[config.mk]
export PLATFORM = sky130hd
export DESIGN_NAME = axi_cfg_master
export DESIGN_NICKNAME = d
export VERILOG_FILES = /design/src/rtl/axi_cfg_master.sv
export SDC_FILE = /design/constraint.sdc
export NUM_CORES = 1
export LEC_CHECK = 0
export BUFFER_PORTS_ARGS = -buffer_cell sky130_fd_sc_hd__buf_4
export CAP_MARGIN = 10
export CORE_UTILIZATION = 35
export CTS_CLUSTER_SIZE = 12
export DETAILED_ROUTE_END_ITERATION = 6
export SLEW_MARGIN = 5
export SYNTH_ARGS = -nofsm -noshare
export SYNTH_HDL_FRONTEND = slang
export SYNTH_SLANG_ARGS = --single-unit
[constraint.sdc]
create_clock -name S_AXI_ACLK -period 6.8 [get_ports S_AXI_ACLK]
set_input_delay 1.36 -clock S_AXI_ACLK [delete_from_list [all_inputs] [get_ports S_AXI_ACLK]]
set_output_delay 1.36 -clock S_AXI_ACLK [all_outputs]
set_load 0.005 [all_outputs]
[src/rtl/axi_cfg_master.sv]
// Single-outstanding AXI4-Lite master: turns a cmd_valid/cmd_ready request into
// one AW+W+B write or AR+R read, then reports it with a one-cycle rsp_valid.
`timescale 1ns/1ps
module axi_cfg_master #(
  parameter int C_M_AXI_DATA_WIDTH = 32,
  parameter int C_M_AXI_ADDR_WIDTH = 9
) (
  input  logic                              S_AXI_ACLK,
  input  logic                              Local_Reset,
  input  logic                              cmd_valid,
  output logic                              cmd_ready,
  input  logic                              cmd_write,
  input  logic [C_M_AXI_ADDR_WIDTH-1:0]     cmd_addr,
  input  logic [C_M_AXI_DATA_WIDTH-1:0]     cmd_wdata,
  input  logic [C_M_AXI_DATA_WIDTH/8-1:0]   cmd_wstrb,
  output logic                              rsp_valid,
  output logic [C_M_AXI_DATA_WIDTH-1:0]     rsp_rdata,
  output logic [1:0]                        rsp_resp,
  output logic                              err_sticky,
  input  logic                              err_clear,
  output logic [15:0]                       wr_count,
  output logic [15:0]                       rd_count,
  output logic [C_M_AXI_ADDR_WIDTH-1:0]     M_AXI_AWADDR,
  output logic                              M_AXI_AWVALID,
  input  logic                              M_AXI_AWREADY,
  output logic [C_M_AXI_DATA_WIDTH-1:0]     M_AXI_WDATA,
  output logic [C_M_AXI_DATA_WIDTH/8-1:0]   M_AXI_WSTRB,
  output logic                              M_AXI_WVALID,
  input  logic                              M_AXI_WREADY,
  input  logic [1:0]                        M_AXI_BRESP,
  input  logic                              M_AXI_BVALID,
  output logic                              M_AXI_BREADY,
  output logic [C_M_AXI_ADDR_WIDTH-1:0]     M_AXI_ARADDR,
  output logic                              M_AXI_ARVALID,
  input  logic                              M_AXI_ARREADY,
  input  logic [C_M_AXI_DATA_WIDTH-1:0]     M_AXI_RDATA,
  input  logic [1:0]                        M_AXI_RRESP,
  input  logic                              M_AXI_RVALID,
  output logic                              M_AXI_RREADY
);
  // state   | meaning
  // IDLE    | cmd_ready high, waiting for a command
  // WR_REQ  | AW and W offered independently until both have handshaken
  // WR_RESP | BREADY high, waiting for the write response
  // RD_REQ  | ARVALID high, waiting for ARREADY
  // RD_DATA | RREADY high, waiting for read data
  // RSP     | rsp_valid pulse, counters and error flag already updated

  localparam int DW = C_M_AXI_DATA_WIDTH;
  localparam int AW = C_M_AXI_ADDR_WIDTH;
  localparam int SW = C_M_AXI_DATA_WIDTH / 8;

  typedef enum logic [2:0] {IDLE, WR_REQ, WR_RESP, RD_REQ, RD_DATA, RSP} state_t;

  state_t          state_q, state_d;
  logic [AW-1:0]   addr_q, addr_d;
  logic [DW-1:0]   wdata_q, wdata_d;
  logic [SW-1:0]   wstrb_q, wstrb_d;
  logic            aw_done_q, aw_done_d, w_done_q, w_done_d;
  logic            awvalid_q, awvalid_d, wvalid_q, wvalid_d, bready_q, bready_d;
  logic            arvalid_q, arvalid_d, rready_q, rready_d;
  logic            cmd_ready_q, cmd_ready_d, rsp_valid_q, rsp_valid_d;
  logic [DW-1:0]   rsp_rdata_q, rsp_rdata_d;
  logic [1:0]      rsp_resp_q, rsp_resp_d;
  logic            err_q, err_d, err_set;
  logic [15:0]     wr_count_q, wr_count_d, rd_count_q, rd_count_d;

  always_comb begin
    state_d     = state_q;
    addr_d      = addr_q;
    wdata_d     = wdata_q;
    wstrb_d     = wstrb_q;
    aw_done_d   = aw_done_q;
    w_done_d    = w_done_q;
    awvalid_d   = awvalid_q;
    wvalid_d    = wvalid_q;
    bready_d    = bready_q;
    arvalid_d   = arvalid_q;
    rready_d    = rready_q;
    cmd_ready_d = cmd_ready_q;
    rsp_valid_d = 1'b0;
    rsp_rdata_d = rsp_rdata_q;
    rsp_resp_d  = rsp_resp_q;
    wr_count_d  = wr_count_q;
    rd_count_d  = rd_count_q;
    err_set     = 1'b0;
    case (state_q)
      IDLE: begin
        if (cmd_valid && cmd_ready_q) begin
          addr_d      = cmd_addr;
          wdata_d     = cmd_wdata;
          wstrb_d     = cmd_wstrb;
          cmd_ready_d = 1'b0;
          if (cmd_write) begin
            state_d   = WR_REQ;
            awvalid_d = 1'b1;
            wvalid_d  = 1'b1;
          end else begin
            state_d   = RD_REQ;
            arvalid_d = 1'b1;
          end
        end
      end
      WR_REQ: begin
        // AW and W retire independently; whichever finishes first just waits
        if (awvalid_q && M_AXI_AWREADY) begin
          awvalid_d = 1'b0;
          aw_done_d = 1'b1;
        end
        if (wvalid_q && M_AXI_WREADY) begin
          wvalid_d = 1'b0;
          w_done_d = 1'b1;
        end
        if (aw_done_d && w_done_d) begin
          state_d   = WR_RESP;
          bready_d  = 1'b1;
          aw_done_d = 1'b0;
          w_done_d  = 1'b0;
        end
      end
      WR_RESP: begin
        if (M_AXI_BVALID) begin
          state_d     = RSP;
          bready_d    = 1'b0;
          rsp_valid_d = 1'b1;
          rsp_rdata_d = '0;
          rsp_resp_d  = M_AXI_BRESP;
          wr_count_d  = wr_count_q + 16'd1;
          err_set     = (M_AXI_BRESP != 2'b00);
        end
      end
      RD_REQ: begin
        if (M_AXI_ARREADY) begin
          state_d   = RD_DATA;
          arvalid_d = 1'b0;
          rready_d  = 1'b1;
        end
      end
      RD_DATA: begin
        if (M_AXI_RVALID) begin
          state_d     = RSP;
          rready_d    = 1'b0;
          rsp_valid_d = 1'b1;
          rsp_rdata_d = M_AXI_RDATA;
          rsp_resp_d  = M_AXI_RRESP;
          rd_count_d  = rd_count_q + 16'd1;
          err_set     = (M_AXI_RRESP != 2'b00);
        end
      end
      RSP: begin
        state_d     = IDLE;
        cmd_ready_d = 1'b1;
      end
      default: begin
        state_d     = IDLE;
        cmd_ready_d = 1'b1;
      end
    endcase
    err_d = err_set | (err_q & ~err_clear);
  end

  always_ff @(posedge S_AXI_ACLK or posedge Local_Reset) begin
    if (Local_Reset) begin
      state_q     <= IDLE;
      addr_q      <= '0;
      wdata_q     <= '0;
      wstrb_q     <= '0;
      aw_done_q   <= 1'b0;
      w_done_q    <= 1'b0;
      awvalid_q   <= 1'b0;
      wvalid_q    <= 1'b0;
      bready_q    <= 1'b0;
      arvalid_q   <= 1'b0;
      rready_q    <= 1'b0;
      cmd_ready_q <= 1'b1;
      rsp_valid_q <= 1'b0;
      rsp_rdata_q <= '0;
      rsp_resp_q  <= 2'b00;
      err_q       <= 1'b0;
      wr_count_q  <= 16'd0;
      rd_count_q  <= 16'd0;
    end else begin
      state_q     <= state_d;
      addr_q      <= addr_d;
      wdata_q     <= wdata_d;
      wstrb_q     <= wstrb_d;
      aw_done_q   <= aw_done_d;
      w_done_q    <= w_done_d;
      awvalid_q   <= awvalid_d;
      wvalid_q    <= wvalid_d;
      bready_q    <= bready_d;
      arvalid_q   <= arvalid_d;
      rready_q    <= rready_d;
      cmd_ready_q <= cmd_ready_d;
      rsp_valid_q <= rsp_valid_d;
      rsp_rdata_q <= rsp_rdata_d;
      rsp_resp_q  <= rsp_resp_d;
      err_q       <= err_d;
      wr_count_q  <= wr_count_d;
      rd_count_q  <= rd_count_d;
    end
  end

  assign cmd_ready     = cmd_ready_q;
  assign rsp_valid     = rsp_valid_q;
  assign rsp_rdata     = rsp_rdata_q;
  assign rsp_resp      = rsp_resp_q;
  assign err_sticky    = err_q;
  assign wr_count      = wr_count_q;
  assign rd_count      = rd_count_q;
  assign M_AXI_AWADDR  = addr_q;
  assign M_AXI_AWVALID = awvalid_q;
  assign M_AXI_WDATA   = wdata_q;
  assign M_AXI_WSTRB   = wstrb_q;
  assign M_AXI_WVALID  = wvalid_q;
  assign M_AXI_BREADY  = bready_q;
  assign M_AXI_ARADDR  = addr_q;
  assign M_AXI_ARVALID = arvalid_q;
  assign M_AXI_RREADY  = rready_q;
endmodule

# After elaboration in Yosys (flattened, before gate mapping)
# Cells that the tools add are included.
word_totals:
  ff_bits: 124
  in_bits: 91
classes:
  addsub: 2
  eq_ne: 13
  n_mux: 43
  bitwise: 4
  n_reduce_logical: 24
ops:
  columns: ["op", "count"]
  rows:
  - ["$mux 32", 2]
  - ["$pmux 32 s2", 1]
  - ["$add 16x1->16 const B", 2]
  - ["$mux 1", 22]
  - ["$ne 2x2->1 const B", 9]
  - ["$pmux 1 s2", 8]
  - ["$mux 3", 5]
  - ["$pmux 3 s5", 1]
  - ["$reduce_bool 2->1", 7]
  - ["$reduce_and 4->1", 3]
  - ["$reduce_and 3->1", 3]
  - ["$reduce_and 2->1", 4]
  - ["$eq 3x2->1 const B", 2]
  - ["$mux 2", 3]
  - ["$reduce_and 5->1", 1]
  - ["$logic_and 1x1->1", 4]
  - ["$pmux 2 s2", 1]
  - ["$reduce_or 4->1", 1]
  - ["$eq 3x1->1 const B", 1]
  - ["$eq 3x3->1 const B", 1]
  - ["$logic_not 3->1", 1]
  - ["$not 1->1", 2]
  - ["$and 1x1->1", 1]
  - ["$or 1x1->1", 1]

# Longest topological paths before layout
# Gate-level depths: netlist (run 1).
depth:
  word_depth: 6
  mapped_depth: 6

# Worst setup path before layout (run 1)
# Ideal clock, no wire load.
synth_path:
  kind: "input-to-reg"
  from: "in M_AXI_BVALID"
  to: "reg wr_count_q[15] (netlist: wr_count[15])"
  setup_ns: 0.123
  arrival_time_ns: 2.465
  setup_slack_ns: 4.213
  path_stages: 5
  n_path_buf: 1
  path_cell_list: "and4bb_2 > buf_6 > nand4_4 > or4_1 > xnor2_1"
synth_via:
  elab_chain_cells: 1
synth_rtl:
  columns: ["item", "line_no", "rtl"]
  rows:
  - ["start: declaration", "31", "input logic M_AXI_BVALID,"]
  - ["$reduce_and 2->1 (no line)", null, null]
  - ["end signal: assignment", "199", "wr_count_q <= wr_count_d;"]
  - ["end: declaration", "66", "logic [15:0] wr_count_q, wr_count_d, rd_count_q, rd_count_d;"]
# No other way between the ends.
# A chain may end at the register's enable or synchronous reset.

# Final worst setup path (run 1)
layout_path:
  from: "reg cmd_ready_q (netlist: cmd_ready)"
  to: "out cmd_ready"
layout_rtl:
  columns: ["item", "line_no", "rtl"]
  rows:
  - ["start: declaration", "62", "logic cmd_ready_q, cmd_ready_d, rsp_valid_q, rsp_valid_d;"]
  - ["start signal: assignment", "194", "cmd_ready_q <= cmd_ready_d;"]
  - ["end: declaration", "11", "output logic cmd_ready,"]
# No word-level cell between the ends.

==> results of run 1 <==
[placed cells by master (no fill, tap or decap), types with 3 or more instances in the layout]
cell / count
buf_4: 220
clkinv_2: 6
clkbuf_16: 17
o21ai_0: 40
xor2_1: 11
nand2_1: 85
nand4_1: 6
nand2b_1: 3
nand3_1: 13
xnor2_1: 19
dfrtp_1: 123
inv_1: 8
and3_1: 8
nor2_1: 12
mux2_2: 47
[power by group through the flow]
stage | logic [W] | clock network [W] | registers, W
after CTS | 0.000996 | 0.000892 | 0.00120
after detailed placement | 0.000998 | 0 | 0.00121
after global placement | 0.000972 | 0 | 0.00120
after floorplan | 0.000475 | 0 | 0.00118
final | 0.000977 | 0.000864 | 0.00120
after global routing | 0.00109 | 0.000927 | 0.00124
[registers in the layout, indices dropped and copies added, names as in the netlist, 2 cells and up]
register / flops
rsp_resp: 2
M_AXI_WDATA: 32
rd_count: 16
wr_count: 16
M_AXI_ARADDR: 9
rsp_rdata: 32
state_q: 3
M_AXI_WSTRB: 4
[worst paths after layout]
check	from	to	slack, ns
min	rsp_rdata[7]	rsp_rdata[7]	0.48
min reg2reg	rsp_rdata[7]	rsp_rdata[7]	0.48
max	cmd_ready	cmd_ready	4.32
min in group asynchronous	Local_Reset	rd_count[10]	1.01
max in group asynchronous	Local_Reset	M_AXI_ARADDR[2]	4.33
max reg2reg	state_q[2]	wr_count[15]	4.71
[cell families after synthesis]
kind of cell / Yosys count
AOI/OAI and AO/OA: 59
muxes: 49
xor gates and xnor gates: 30
buffers and inverters: 37
and+or+nand+nor: 146
adders and majority gates: 2
DFF: 124
[layout make-up]
| class | count | area (µm²) | share of cell area, % |
|---|---|---|---|
| clock buffer | 20 | 447 | 5.97 |
| clock inverter | 12 | 123 | 1.64 |
| inverter | 9 | 36.3 | 0.485 |
| multi-input combinational | 286 | 1870 | 25.0 |
| sequential | 124 | 3100 | 41.5 |
| tap | 184 | 230 | 3.08 |
| timing repair buffer | 221 | 1670 | 22.3 |
[layer usage]
layer | routed length [µm] | part of all wire (%)
met3 | 1310 | 11
met5 | 0 | 0
met4 | 204 | 1.7
met1 | 5270 | 43
met2 | 5510 | 45
[metrics by stage]
stage | util (%) | setup WS [ns]
final | 51.7 | 4.32
after CTS | 51.6 | 3.82
after global placement | 47.6 | 3.46
after global routing | 51.7 | 4.04
after detailed placement | 47.6 | 3.38
after floorplan | - | 2.14
==> impl_metrics.yaml, run 1 <==
sta:
  finalHoldViolCount: 0
  finalCriticalPeriod_ns: 2.48
  setup_viol: 0
  drv_slew: 0
  maxSlewHeadroom_pct: 32.2
  tightest_slew_ns: 1.02
  holdWs_ns: 0.477
  clock_skew_ns: 0.00438
  rsz0062_at_grt: "no"
  fmax_ghz: 0.404
  fin_crit_sh_pct: 36.4
  finalSetupTns_ns: 0
logic_synthesis:
  yosysSeqAreaShare_pct: 60.1
  synth_edf_count: 0
  synthAdderAreaFrac_pct: 0.485
  synth_cell_type_count: 42
  synth_area_leaders: "dfrtp_1 60%, mux2_2 10%, nand2_1 6.2%"
  synthesis.area_um2: 5160
  syn-instance-count: 447
  yosys.area.top_type: "dfrtp_1"
  yosys-mux-area-fraction_pct: 10.6
  syn_area_per_cell_um2: 11.6
  yosys.area.top_type_share_pct: 59.6
  synthesis.nets: 540
  yosys.area_share.simple_pct: 13.5
  synthFlopType: "dfrtp_1"
  synth-xor-area-share_pct: 5.09
  yosysMostFrequentCell: "dfrtp_1"
  ys_warn_count: 0
  synth_compound_area_share_pct: 6.47
  ys_ff_latch: 124
  synth_top_family_by_area: "simple AND/OR/NAND/NOR gates"
  synthTopCellsByCount: "123 x dfrtp_1, 85 x nand2_1, 47 x mux2_2, 40 x o21ai_0, 19 x xnor2_1"
  async_reset_ff_share_pct: 100
critical_path:
  worst-path-stages: 1
  path_max_fanout: 6
  cp_top_family: "flip-flops"
  reg2regPathDepth: 4
  end_kind: "output port"
  cp_slowest_cell: "dfstp_2"
  worstSetupStartpointType: "flop"
  arrival_ns: 1.12
  path_class: "reg2out"
  worst_ep_required_time_ns: 5.44
  slowest_delay_ns: 0.58
  path_buf_inv: 1
  crit_path_cell_trace: "buf_4"
placed_design:
  dp_hpwl_mm: 8.82
  place.gp.congestion: 0.740
  port-buffer-count: 218
  dpl.cell_count: 823
  placed_cell_area_um2: 6900
run:
  max-cap-violations: 0
power:
  power.total_w: 0.00304
  p_seq_share_pct: 39.4
  ir_drop_v: 0.000163
  p_switching_w: 0.000902
  power.share.switching_pct: 29.7
  clock_power_share_pct: 28.4
  power_density_nw_per_um2: 406
  cellInternalPower_w: 0.00214
  p_leak_nw: 3.71
  p_comb_share_pct: 32.2
floorplan:
  die_h_um: 123
  ioPinCount: 219
  die_x_um: 123
  dieArea_um2: 15200
  initial_core_util_pct: 35.7
  row_count: 44
  coreArea_um2: 14500
hold_path:
  hp-class: "reg2reg"
  hold_path_depth: 2
drt:
  vias: 3992
  totalWireLength_mm: 12.3
  vias_per_cell: 4.66
  drc_errors: 0
  first_pass_iters: 4
  routedWlPerCell_um: 14.4
  drtIter0Drc: 121
  ant_nets: 0
layout:
  syn_to_final_growth_pct: 44.9
  final_layout_size_suffix_gt1_share_pct: 45.7
  antennaDiodeCount: 0
  nets: 752
  final_area_um2: 7480
  nFillCells: 1304
  stdcell_count: 856
cts:
  cts_tree: "built"
  post_cts_resized: 0
  cts.sinks: 124
  clockBufferDepth: 2
  numCtsBuffers: 17
  cts_root_buffer: "clkbuf_16"
  cts_setup_buffers: 0
  cts_hold_buf: 0
  clk_latency_ns: 0.40
  htree_levels: 4
  clkSlewWorstSetupHoldPaths_ns: 0.05
global_routing:
  globalRouteMet3Util_pct: 7.01
  grt_max_degree: 81
  grt_pass1_wl_mm: 18.9
  top_usage_layer: "met2"
  grtUsageMet1_pct: 19.9
  met2_usage_pct: 25.3
  grt_pass1_vias: 3887
  overflow: 0
  grt_util_all_layers_pct: 16.5
  antenna_found_initial: 0
status:
  outcome: "complete, no violations"
Power figures use the tool's default switching activity.
==> run 2, diff against run 1 <==
- clock period: 6.8 -> 2.17 ns (I/O delays scaled with it)
==> impl_metrics.yaml, run 2 (synthesized netlist as in run 1, its figures left out) <==
status:
  outcome: "complete, no violations"
sta:
  holdWs_ns: 0.0917
  maxSlewHeadroom_pct: 62.0
  fmax_ghz: 0.524
  drv_slew: 0
  tightest_slew_ns: 0.564
  finalCriticalPeriod_ns: 1.91
  finalSetupTns_ns: 0
  fin_crit_sh_pct: 88.0
  clock_skew_ns: 0.00686
  setup_viol: 0
  finalHoldViolCount: 0
  fin_ws_ns: 0.260
  rsz0062_at_grt: "no"
cts:
  post_cts_resized: 0
  cts_setup_buffers: 0
  clockBufferDepth: 2
  htree_levels: 4
  cts_hold_buf: 0
  clk_latency_ns: 0.41
  cts_tree: "built"
  cts.sinks: 124
  cts_root_buffer: "clkbuf_16"
  clkSlewWorstSetupHoldPaths_ns: 0.06
  numCtsBuffers: 17
critical_path:
  slowest_delay_ns: 0.55
  end_kind: "flop"
  arrival_ns: 2.20
  worst_ep_required_time_ns: 2.46
  cp_top_family: "simple AND/OR/NAND/NOR gates"
  rr_endpoint: "wr_count[15]"
  path_buf_inv: 0
  path_max_fanout: 14
  reg2regPathDepth: 4
  worstSetupStartpointType: "flop"
  r2r_setup_slack_ns: 0.26
  cp_slowest_cell: "dfrtp_1"
  path_class: "reg2reg"
  crit_path_cell_trace: "and4bb_2 -> nand4_4 -> or4_1 -> xnor2_1"
  timing.rr.start: "state_q[1]"
layout:
  regArea_um2: 3100
  nFillCells: 1291
  multiInputGateArea_um2: 1870
  antennaDiodeCount: 0
  final_layout_size_suffix_gt1_share_pct: 46.6
  stdcell_count: 864
  layout_commonest_cell: "buf_4"
  most-common-layout-cells: "224 x buf_4, 123 x dfrtp_1, 85 x nand2_1"
  nets: 760
  syn_to_final_growth_pct: 48.7
placed_design:
  pre_cts_ws_ns: 0.257
  dpl.cell_count: 832
  port-buffer-count: 218
  dp_hpwl_mm: 9.31
  place.gp.congestion: 0.705
floorplan:
  die_h_um: 123
  row_count: 44
  dieArea_um2: 15200
  initial_core_util_pct: 35.7
  ioPinCount: 219
  die_x_um: 123
  coreArea_um2: 14500
drt:
  first_pass_iters: 4
  vias: 4027
  totalWireLength_mm: 12.6
  ant_nets: 0
  drtIter0Drc: 183
  routedWlPerCell_um: 14.6
  vias_per_cell: 4.66
  drc_errors: 0
power:
  p_leak_nw: 3.80
  power_density_nw_per_um2: 1310
  ir_drop_v: 0.000501
  power.total_w: 0.0100
global_routing:
  top_usage_layer: "met2"
  grt_max_degree: 52
  globalRouteMet3Util_pct: 7.47
  grt_pass1_wl_mm: 19.4
  antenna_found_initial: 0
  grt_util_all_layers_pct: 16.8
  met2_usage_pct: 26.4
  overflow: 0
  grt_pass1_vias: 3930
  grtUsageMet1_pct: 20.2
hold_path:
  hp-class: "in2async"
run:
  max-cap-violations: 0
## run 2: cell count changes in the layout (fill, tap and decap cells not counted), sizes merged
cell and delta:
clkinv -5, clkbuf +2, bufinv +2, buf +8, clkinvlp +1
## run 2: report_power, final
part | total, W | internal, W | switching [W]
Clock | 0.00307 | 0.00207 | 0.00100
Sequential | 0.00370 | 0.00315 | 0.000550
Combinational | 0.00326 | 0.00194 | 0.00132
## run 2: how the worst max path moves through the flow
stage / from / to / slack [ns] / depth (start not counted)
global placement: state_q[1] / wr_count[15] / 0.31 / 4
floorplan: Local_Reset / M_AXI_ARADDR[0] / 0.21 / 1
finish: state_q[1] / wr_count[15] / 0.26 / 4
global route: state_q[0] / rd_count[15] / 0.07 / 5
CTS: state_q[1] / wr_count[15] / 0.25 / 4
detailed placement: state_q[1] / wr_count[15] / 0.26 / 4
## run 2: final cells by class
class | instances | area share (%)
inverter | 9 | 0.489
sequential | 124 | 40.4
clock inverter | 10 | 2.07
tap | 184 | 3.00
timing repair buffer | 229 | 23.2
clock buffer | 22 | 6.44
multi-input combinational | 286 | 24.4
## run 2: layer usage
metal,part of all wire [%],wire length (µm),up-vias
met4,1.3,160,0
met3,10,1300,13
met1,43,5350,1903
met5,0,0,-
li1,-,-,1948
met2,46,5770,163
## run 2: through the flow
step,utilization (%),instance area [µm²]
2_1_floorplan,-,5170
3_3_place_gp,48.5,7030
3_5_place_dp,48.5,7030
4_1_cts,53.0,7680
5_1_grt,53.0,7680
6_report,53.0,7680
==> run 3, diff against run 2 <==
- CORE_MARGIN: default -> 8
- CORE_UTILIZATION: 35 -> 43
- PLACE_DENSITY: default -> 0.76
==> impl_metrics.yaml, run 3 (synthesized netlist as in run 1, its figures left out) <==
status:
  outcome: "complete, no violations"
cts:
  post_cts_resized: 0
  cts_root_buffer: "clkbuf_16"
  clk_latency_ns: 0.40
  clkSlewWorstSetupHoldPaths_ns: 0.05
  cts_setup_buffers: 0
  cts.sinks: 124
  cts_hold_buf: 0
  clockBufferDepth: 2
  htree_levels: 4
  cts_tree: "built"
  numCtsBuffers: 17
critical_path:
  crit_path_cell_trace: "nand4bb_1 -> nor4_1 -> nand3_1 -> xnor2_1"
  slowest_delay_ns: 0.58
  worst_ep_required_time_ns: 2.46
  path_class: "reg2reg"
  arrival_ns: 2.22
  end_kind: "flop"
  crit_path_start: "state_q[1]"
  timing.rr.start: "state_q[1]"
  path_buf_inv: 0
  cp_slowest_cell: "nor4_1"
  r2r_setup_slack_ns: 0.23
  worstSetupStartpointType: "flop"
  path_max_fanout: 14
  cp_top_family: "simple AND/OR/NAND/NOR gates"
run:
  max-cap-violations: 0
power:
  p_switching_w: 0.00285
  p_seq_share_pct: 38.3
  p_comb_share_pct: 34.1
  power.total_w: 0.00964
  cellInternalPower_w: 0.00679
  p_leak_nw: 3.75
  ir_drop_v: 0.000620
  power_density_nw_per_um2: 1280
  power.share.switching_pct: 29.5
  clock_power_share_pct: 27.6
global_routing:
  grt_pass1_wl_mm: 21.4
  grt_util_all_layers_pct: 17.1
  antenna_found_initial: 0
  grt_max_degree: 125
  grt_pass1_vias: 4162
  overflow: 0
placed_design:
  dpl.cell_count: 794
  port-buffer-count: 218
  place.gp.congestion: 0.757
  placed_cell_area_um2: 6950
  dp_hpwl_mm: 10.0
sta:
  setup_viol: 0
  finalSetupTns_ns: 0
  finalHoldViolCount: 0
  holdWs_ns: 0.218
  rsz0062_at_grt: "no"
  fin_crit_sh_pct: 89.2
  maxSlewHeadroom_pct: 56.7
  clock_skew_ns: 0.00495
  finalCriticalPeriod_ns: 1.94
  fmax_ghz: 0.517
  tightest_slew_ns: 0.650
  drv_slew: 0
layout:
  layout_commonest_cell: "buf_4"
  final_layout_size_suffix_gt1_share_pct: 46.0
  syn_to_final_growth_pct: 45.5
  most-common-layout-cells: "225 x buf_4, 123 x dfrtp_1, 85 x nand2_1"
  stdcell_count: 825
  multiInputGateArea_um2: 1870
  regArea_um2: 3100
  nFillCells: 944
  final_area_um2: 7510
  antennaDiodeCount: 0
  nets: 759
drt:
  ant_nets: 0
  vias_per_cell: 4.82
  drc_errors: 0
  drtIter0Drc: 158
  first_pass_iters: 6
  routedWlPerCell_um: 16.1
  totalWireLength_mm: 13.3
  vias: 3980
hold_path:
  hp-class: "in2async"
floorplan:
  coreArea_um2: 11900
  initial_core_util_pct: 43.5
  ioPinCount: 219
  dieArea_um2: 15800
  die_h_um: 126
  die_x_um: 126
  row_count: 40
==> run 3: worst reg2reg max path, stage by stage (launching register included) <==
cell       delay [ns]
dfrtp_1          0.52
nand4bb_1        0.40
nor4_1           0.58
nand3_1          0.17
xnor2_1          0.15
==> run 3: layout make-up <==
cell class | instances | share of cell area (%)
repair buffers | 228 | 23.3
clock buffers | 24 | 6.68
clock inverters | 7 | 0.833
multi-input cells | 286 | 24.9
inverters | 9 | 0.500
well taps | 147 | 2.45
flip-flops and latches | 124 | 41.3
==> run 3: path summary, 6_finish.rpt <==
path / to / depth (start not counted)
worst max-delay path: rd_count[13] / 4
worst min-delay path: M_AXI_WDATA[29] / 3
worst max register to register: rd_count[13] / 4
worst min register to register: rd_count[15] / 1
max in group asynchronous: M_AXI_WDATA[16] / 3
min in group S_AXI_ACLK: M_AXI_ARADDR[4] / 2
==> run 3: power by group through the flow <==
stage / logic, W / registers (W) / clock network (W)
2_1_floorplan: 0.00149 / 0.00371 / 0
3_3_place_gp: 0.00328 / 0.00367 / 0
3_5_place_dp: 0.00335 / 0.00373 / 0
4_1_cts: 0.00336 / 0.00371 / 0.00274
5_1_grt: 0.00365 / 0.00381 / 0.00283
6_report: 0.00328 / 0.00369 / 0.00266
==> run 3: stage by stage <==
step                      utilization, %  setup slack (ns)
after floorplan                        -             0.212
after CTS                           63.3             0.235
after detailed placement            58.6             0.256
final                               63.3             0.234
after global placement              58.6             0.314
after global routing                63.3            0.0214
==> run 3: per-layer routing <==
| metal | wire length, µm | track usage (%) | share of wire (%) | up-vias |
|---|---|---|---|---|
| met3 | 1800 | 10.1 | 14 | 14 |
| met5 | 0 | 0 | 0 | - |
| met4 | 181 | 7.09 | 1.4 | 0 |
| met2 | 5900 | 25.7 | 44 | 174 |
| li1 | - | - | - | 1946 |
| met1 | 5430 | 19.4 | 41 | 1846 |
